## src/rtl/hex_display_scan_pkg.sv

```systemverilog
// Shared definitions for the hex display scanner: digit width, scan states
// and the one-hot digit-enable helper.
package hex_display_scan_pkg;

  // Width of one displayed digit (one hex nibble).
  localparam int DIGIT_W = 4;

  // Upper bound on digit positions the one-hot helper can encode.
  localparam int MAX_DIGITS = 32;

  // Scan states: dark, dead-time before a digit, digit lit.
  typedef enum logic [1:0] {
    IDLE  = 2'd0,
    BLANK = 2'd1,
    SHOW  = 2'd2
  } scan_state_e;

  // One-hot enable for digit position idx out of digits positions.
  // Positions outside the valid range yield an all-zero vector.
  function automatic logic [MAX_DIGITS-1:0] onehot(input int idx, input int digits);
    logic [MAX_DIGITS-1:0] vec;
    vec = {MAX_DIGITS{1'b0}};
    for (int k = 0; k < MAX_DIGITS; k++) begin
      if ((k < digits) && (k == idx)) begin
        vec[k] = 1'b1;
      end else begin
        vec[k] = vec[k];
      end
    end
    return vec;
  endfunction

endpackage

```

## src/rtl/hex_display_scan_scan_slot_timer.sv

```systemverilog
// Per-digit slot timer: counts 0..TICK_DIV-1 while the scanner runs and flags
// the end of the dead-time window and the end of the whole slot.
module scan_slot_timer #(
  parameter int TICK_DIV     = 50000,
  parameter int BLANK_CYCLES = 256
) (
  input  logic clk,
  input  logic reset,
  input  logic run,
  output logic blank_done,
  output logic slot_done
);

  localparam int CNT_W = (TICK_DIV > 2) ? $clog2(TICK_DIV) : 1;
  localparam logic [CNT_W-1:0] BLANK_LAST = CNT_W'(BLANK_CYCLES - 1);
  localparam logic [CNT_W-1:0] SLOT_LAST  = CNT_W'(TICK_DIV - 1);

  logic [CNT_W-1:0] cnt_r;

  // Slot counter: held at zero while stopped, wraps to zero at slot end.
  always_ff @(posedge clk) begin
    if (reset) begin
      cnt_r <= {CNT_W{1'b0}};
    end else if (!run) begin
      cnt_r <= {CNT_W{1'b0}};
    end else if (cnt_r == SLOT_LAST) begin
      cnt_r <= {CNT_W{1'b0}};
    end else begin
      cnt_r <= cnt_r + CNT_W'(1'b1);
    end
  end

  // Window-end flags are only meaningful while the slot is running.
  always_comb begin
    blank_done = run && (cnt_r == BLANK_LAST);
    slot_done  = run && (cnt_r == SLOT_LAST);
  end

endmodule

```

## src/rtl/hex_display_scan.sv

```systemverilog
// Time-multiplexed hex display scanner. Walks the digit positions with a
// dead-time window before each digit, swaps in newly loaded values only at
// frame boundaries, and optionally blanks leading zeros. All outputs are
// registered from the next-state values so num/blank/digit_en move together.
module hex_display_scan
  import hex_display_scan_pkg::*;
#(
  parameter int DIGITS       = 4,
  parameter int TICK_DIV     = 50000,
  parameter int BLANK_CYCLES = 256,
  parameter int LZ_BLANK     = 1
) (
  input  logic                      clk,
  input  logic                      reset,
  input  logic [DIGIT_W*DIGITS-1:0] value_in,
  input  logic                      load,
  input  logic                      en,
  output logic [DIGIT_W-1:0]        num,
  output logic                      blank,
  output logic [DIGITS-1:0]         digit_en,
  output logic                      load_ack
);

  localparam int IDX_W = (DIGITS > 2) ? $clog2(DIGITS) : 1;
  localparam int VAL_W = DIGIT_W * DIGITS;
  localparam logic [IDX_W-1:0] LAST_IDX = IDX_W'(DIGITS - 1);

  scan_state_e         state_r;
  scan_state_e         state_next_s;
  logic [IDX_W-1:0]    idx_r;
  logic [IDX_W-1:0]    idx_next_s;
  logic [VAL_W-1:0]    active_r;
  logic [VAL_W-1:0]    active_next_s;
  logic [VAL_W-1:0]    shadow_r;
  logic [VAL_W-1:0]    shadow_next_s;
  logic                pending_r;
  logic                pending_next_s;
  logic                ack_next_s;
  logic                run_s;
  logic                blank_done_s;
  logic                slot_done_s;
  logic                wrap_s;
  logic [DIGIT_W-1:0]  num_next_s;
  logic                blank_next_s;
  logic [DIGITS-1:0]   digit_en_next_s;
  logic [DIGIT_W-1:0]  num_r;
  logic                blank_r;
  logic [DIGITS-1:0]   digit_en_r;
  logic                load_ack_r;

  // Nibble i of a display value.
  function automatic logic [DIGIT_W-1:0] nibble_of(input logic [VAL_W-1:0] v,
                                                   input logic [IDX_W-1:0] i);
    logic [DIGIT_W-1:0] nib;
    nib = {DIGIT_W{1'b0}};
    for (int k = 0; k < DIGITS; k++) begin
      if (IDX_W'(k) == i) begin
        nib = v[k*DIGIT_W +: DIGIT_W];
      end else begin
        nib = nib;
      end
    end
    return nib;
  endfunction

  // Leading-zero blank: digit i and every more significant digit are zero.
  // The least significant digit always shows, so a zero value reads "0".
  function automatic logic lz_blank_of(input logic [VAL_W-1:0] v,
                                       input logic [IDX_W-1:0] i);
    logic upper_zero;
    upper_zero = 1'b1;
    for (int k = 0; k < DIGITS; k++) begin
      if ((IDX_W'(k) >= i) && (v[k*DIGIT_W +: DIGIT_W] != {DIGIT_W{1'b0}})) begin
        upper_zero = 1'b0;
      end else begin
        upper_zero = upper_zero;
      end
    end
    return (LZ_BLANK != 0) && (i != {IDX_W{1'b0}}) && upper_zero;
  endfunction

  // The slot timer only runs while actively scanning; dropping en clears it.
  assign run_s = en && (state_r != IDLE);

  scan_slot_timer #(
    .TICK_DIV    (TICK_DIV),
    .BLANK_CYCLES(BLANK_CYCLES)
  ) u_slot_timer (
    .clk       (clk),
    .reset     (reset),
    .run       (run_s),
    .blank_done(blank_done_s),
    .slot_done (slot_done_s)
  );

  // Frame wrap: end of the last digit's slot, about to return to digit 0.
  assign wrap_s = en && (state_r == SHOW) && (idx_r == LAST_IDX) && slot_done_s;

  // Scan FSM state and digit index registers.
  always_ff @(posedge clk) begin
    if (reset) begin
      state_r <= IDLE;
      idx_r   <= {IDX_W{1'b0}};
    end else begin
      state_r <= state_next_s;
      idx_r   <= idx_next_s;
    end
  end

  // Scan FSM next state: dead-time, then digit lit, then advance to next digit.
  always_comb begin
    state_next_s = state_r;
    idx_next_s   = idx_r;
    if (!en) begin
      state_next_s = IDLE;
      idx_next_s   = {IDX_W{1'b0}};
    end else begin
      case (state_r)
        IDLE: begin
          state_next_s = BLANK;
          idx_next_s   = {IDX_W{1'b0}};
        end
        BLANK: begin
          if (blank_done_s) begin
            state_next_s = SHOW;
          end else begin
            state_next_s = BLANK;
          end
        end
        SHOW: begin
          if (slot_done_s) begin
            state_next_s = BLANK;
            if (idx_r == LAST_IDX) begin
              idx_next_s = {IDX_W{1'b0}};
            end else begin
              idx_next_s = idx_r + IDX_W'(1'b1);
            end
          end else begin
            state_next_s = SHOW;
          end
        end
        default: begin
          state_next_s = IDLE;
          idx_next_s   = {IDX_W{1'b0}};
        end
      endcase
    end
  end

  // Value path: loads land in the shadow and are promoted only at a frame
  // wrap so a frame never mixes old and new digits. While dark there is no
  // frame to tear, so a load goes straight to the active value. A load on
  // the wrap cycle itself skips the shadow and takes effect at that wrap.
  always_comb begin
    active_next_s  = active_r;
    shadow_next_s  = shadow_r;
    pending_next_s = pending_r;
    ack_next_s     = 1'b0;
    if (state_r == IDLE) begin
      if (load) begin
        active_next_s  = value_in;
        shadow_next_s  = value_in;
        pending_next_s = 1'b0;
        ack_next_s     = 1'b1;
      end else begin
        ack_next_s = 1'b0;
      end
    end else if (wrap_s) begin
      if (load) begin
        active_next_s  = value_in;
        shadow_next_s  = value_in;
        pending_next_s = 1'b0;
        ack_next_s     = 1'b1;
      end else if (pending_r) begin
        active_next_s  = shadow_r;
        pending_next_s = 1'b0;
        ack_next_s     = 1'b1;
      end else begin
        ack_next_s = 1'b0;
      end
    end else begin
      if (load) begin
        shadow_next_s  = value_in;
        pending_next_s = 1'b1;
      end else begin
        pending_next_s = pending_r;
      end
    end
  end

  // Active/shadow value and pending-load registers.
  always_ff @(posedge clk) begin
    if (reset) begin
      active_r  <= {VAL_W{1'b0}};
      shadow_r  <= {VAL_W{1'b0}};
      pending_r <= 1'b0;
    end else begin
      active_r  <= active_next_s;
      shadow_r  <= shadow_next_s;
      pending_r <= pending_next_s;
    end
  end

  // Output decode from next-state values so the registered outputs line up
  // with the state they describe on the same edge.
  always_comb begin
    num_next_s      = {DIGIT_W{1'b0}};
    blank_next_s    = 1'b1;
    digit_en_next_s = {DIGITS{1'b0}};
    case (state_next_s)
      IDLE: begin
        num_next_s      = {DIGIT_W{1'b0}};
        blank_next_s    = 1'b1;
        digit_en_next_s = {DIGITS{1'b0}};
      end
      BLANK: begin
        num_next_s      = nibble_of(active_next_s, idx_next_s);
        blank_next_s    = 1'b1;
        digit_en_next_s = {DIGITS{1'b0}};
      end
      SHOW: begin
        num_next_s      = nibble_of(active_next_s, idx_next_s);
        blank_next_s    = lz_blank_of(active_next_s, idx_next_s);
        digit_en_next_s = DIGITS'(onehot(int'(idx_next_s), DIGITS));
      end
      default: begin
        num_next_s      = {DIGIT_W{1'b0}};
        blank_next_s    = 1'b1;
        digit_en_next_s = {DIGITS{1'b0}};
      end
    endcase
  end

  // Registered display outputs and load acknowledge pulse.
  always_ff @(posedge clk) begin
    if (reset) begin
      num_r      <= {DIGIT_W{1'b0}};
      blank_r    <= 1'b1;
      digit_en_r <= {DIGITS{1'b0}};
      load_ack_r <= 1'b0;
    end else begin
      num_r      <= num_next_s;
      blank_r    <= blank_next_s;
      digit_en_r <= digit_en_next_s;
      load_ack_r <= ack_next_s;
    end
  end

  assign num      = num_r;
  assign blank    = blank_r;
  assign digit_en = digit_en_r;
  assign load_ack = load_ack_r;

endmodule

```

## config.mk

```make
export PLATFORM = sky130hd
export DESIGN_NAME = hex_display_scan
export DESIGN_NICKNAME = d
export VERILOG_FILES = /design/src/rtl/hex_display_scan_pkg.sv /design/src/rtl/hex_display_scan_scan_slot_timer.sv /design/src/rtl/hex_display_scan.sv
export SDC_FILE = /design/constraint.sdc
export NUM_CORES = 1
export LEC_CHECK = 0
export BUFFER_PORTS_ARGS = -buffer_cell sky130_fd_sc_hd__buf_2
export CAP_MARGIN = 20
export CORE_ASPECT_RATIO = 0.8
export CORE_MARGIN = 8
export CORE_UTILIZATION = 35
export CTS_CLUSTER_SIZE = 40
export DETAILED_ROUTE_END_ITERATION = 8
export GPL_TIMING_DRIVEN = 0
export PLACE_DENSITY_LB_ADDON = 0.15
export SLEW_MARGIN = 5
export SYNTH_ARGS = -nofsm -noshare
export SYNTH_HDL_FRONTEND = slang
export SYNTH_SLANG_ARGS = --single-unit
```

## constraint.sdc

```tcl
create_clock -name clk -period 5.8 [get_ports clk]
set_clock_uncertainty 0.05 [all_clocks]
set_input_delay 0.29 -clock clk [delete_from_list [all_inputs] [get_ports clk]]
set_output_delay 0.29 -clock clk [all_outputs]
set_load 0.01 [all_outputs]
```

==> metrics <==
Synth Cell Area=around 0.0031 mm²; RSZ-0062 raised after global routing=false; first-pass GRT wire length=between 10 and 15 mm; r2r setup slk=2.22 ns; M2 GR Usage=21.1%; CTS buffer count=9; Pwr Density=between 200 and 300 mW/mm²; vias in the first global route=2672; Reg2Reg Depth=13; Tightest Pin Transition=~0.73 ns; Critical Path Start Type=register; Syn Area/Cell=roughly 8.6 µm²; Critical Path Fanout Max=10; vias per cell=roughly 5.4; Seq/Total Area, Yosys=40.2%; final hold vios=0; # rows=31; initial antenna violation count=0; max_cap viols=0; Hold Path Class=in2reg; Ys Warns=0; number of H-tree levels=3; Port-buffer cells=28; Tmin final=3.58 ns; vias=~2800; layout cells sized above 1=approximately 16%; GRT Overall Usage=between 10% and 20%; CTS tree=done; RePlAce Congestion=~0.87; post-CTS sizing=0; DRT Wirelength=8.93 mm; die width=122 µm; Final #Nets=432; Arr. time, crit path=roughly 3.8 ns; setup TNS=0 ns; CP Class=reg2reg; Placement Setup Slack=~2.2 ns; f_max=0.279 GHz; Pleak=1.37 nW; worst hold slack=between 0.1 and 0.15 ns; EDFF count, synth=0; ANT cells=0; # clock sinks=63; Layout area overhead=14.7%; total setup buffers inserted after CTS=0; number of remaining DRC errors=0; Post-Syn Nets=roughly 390; Slew HR=51.2%; die area=roughly 0.012 mm²; later-pin clock latency in the skew report=0.36 ns; drt pass-1 iters=5; Gate Count Post-Synth=around 370; Worst setup EP type=register; routed length per instance=around 17 µm; clock root cell=clkbuf_8; Die Y=~100 µm; HPWL Detailed=between 6 and 7 mm; Slew Limit Fails=0; most used routing layer=met1; I/O pins=30; total core area=approximately 0.0089 mm²; final worst-path setup slack=between 2 and 2.5 ns; grt met1 use=a little over a fifth; # hold bufs at CTS=0; status=finished, final reports clean; grt ovf=0; # setup viols final=0; hold depth=3; peak supply drop=0.133 mV; Area after DPL=about 0.0034 mm²; Post-synth ARST share=0%; Yosys reg bits=63; Top FF cell, synth=dfxtp_1; CTS clock-pin slew for the worst setup and hold paths=0.06 ns; drt initial violations=240; largest net degree at the start of global routing=11; Longest Clk Path Bufs=2; met3 usage=between 4 and 5%; Crit path required time=approximately 6.0 ns; initial core utilization=a little over a third; Antenna Nets Post-Route=0; crit share post-route=61.8%; Synth cell types=60; design area=0.00359 mm²
## critical path: stages (launching register included)
cell and delay (ns):
dfxtp_1 0.37, ha_1 0.19, and3_1 0.20, clkbuf_1 0.35, nand2_1 0.08, or2_2 0.29
clkbuf_1 0.19, nor4_1 0.37, o22ai_1 0.12, o21ai_0 0.29, ha_1 0.30, or2_2 0.31
a21o_1 0.16, a211oi_1 0.22
## per-stage QoR
step | total power [W] | instances | util, %
floorplan | 0.000537 | 366 | -
global placement | 0.000573 | 509 | 38.5
detailed placement | 0.000575 | 509 | 38.5
CTS | 0.000927 | 525 | 40.5
global route | 0.000959 | 525 | 40.5
finish | 0.000915 | 525 | 40.5
## power by group
group	internal [W]	total, W	switching (W)	leakage (nW)
clock	0.000176	0.000349	0.000173	0.0959
sequential	0.000450	0.000459	0.00000877	0.515
combinational	0.0000431	0.000108	0.0000647	0.760
## cell families (layout without fill, tap and decap cells)
family / after synthesis / in the layout / share of synthesized area (%)
muxes: 13 / 13 / 4.23
buffers and inverters: 26 / 70 / 3.43
xor gates and xnor gates: 10 / 10 / 2.79
and+or+nand+nor: 157 / 157 / 26.4
DFF: 63 / 63 / 40.2
adders and majority gates: 7 / 7 / 2.79
AOI/OAI and AO/OA: 90 / 90 / 20.1
## registers in the layout, indices dropped and copies added (netlist names)
| signal | count |
|---|---|
| idx_r | 2 |
| shadow_r | 16 |
| num | 4 |
| state_r | 2 |
| blank | 1 |
| load_ack | 1 |
| digit_en | 4 |
| pending_r | 1 |
| u_slot_timer.cnt_r | 16 |
| active_r | 16 |
## layout by cell type, fill, tap and decap left out, drive strengths merged, types with 8 or more instances in the layout
master  count
dfxtp      63
xor2        8
inv         8
mux2i      11
nand3       8
nor2       41
nand2b     15
nand2      32
o21ai      13
a21oi      28
nor3        9
nor2b      18
clkbuf     26
buf        32
## layer usage
layer / vias up / routed length [µm] / part of all wire [%]
li1: 1406 / - / -
met1: 1336 / 4580 / 51
met2: 62 / 3650 / 41
met3: 10 / 579 / 6.5
met4: 0 / 119 / 1.3
met5: - / 0 / 0
## area by class of cell
type,instances,area (µm²)
Fill cell,937,5290
Timing Repair Buffer,28,140
Inverter,8,30.0
Tap cell,115,144
Buffer,18,77.6
Clock buffer,12,155
Clock inverter,4,20.0
Sequential cell,63,1260
Multi-Input combinational cell,277,1770
## Yosys cell counts, drive strengths merged, types with 3 or more instances
cell type  instances  area, µm²
nand2b            15       93.8
dfxtp             63       1260
or3                6       42.5
nand2             32        123
a221o              4       40.0
buf                4       25.0
and3               6       37.5
or2                4       25.0
o21ai             13       72.6
o22ai              5       31.3
nand4              3       18.8
nand3              8       40.0
o211ai             7       52.6
o211a              3       30.0
nor2              41        154
ha                 7       87.6
or4                6       48.8
a211oi             5       42.5
inv                8       30.0
nor3               9       50.1
nor4               3       33.8
clkbuf            14       52.6
nor2b             18        113
mux2i             11        110
a21oi             28        144
xor2               8       70.1
o221ai             3       26.3
## worst paths after layout
kind                         start               endpoint
max reg2reg  u_slot_timer.cnt_r[0]                 num[3]
min                    value_in[5]            shadow_r[5]
max          u_slot_timer.cnt_r[0]                 num[3]
min reg2reg  u_slot_timer.cnt_r[0]  u_slot_timer.cnt_r[0]
Power figures use the tool's default switching activity.
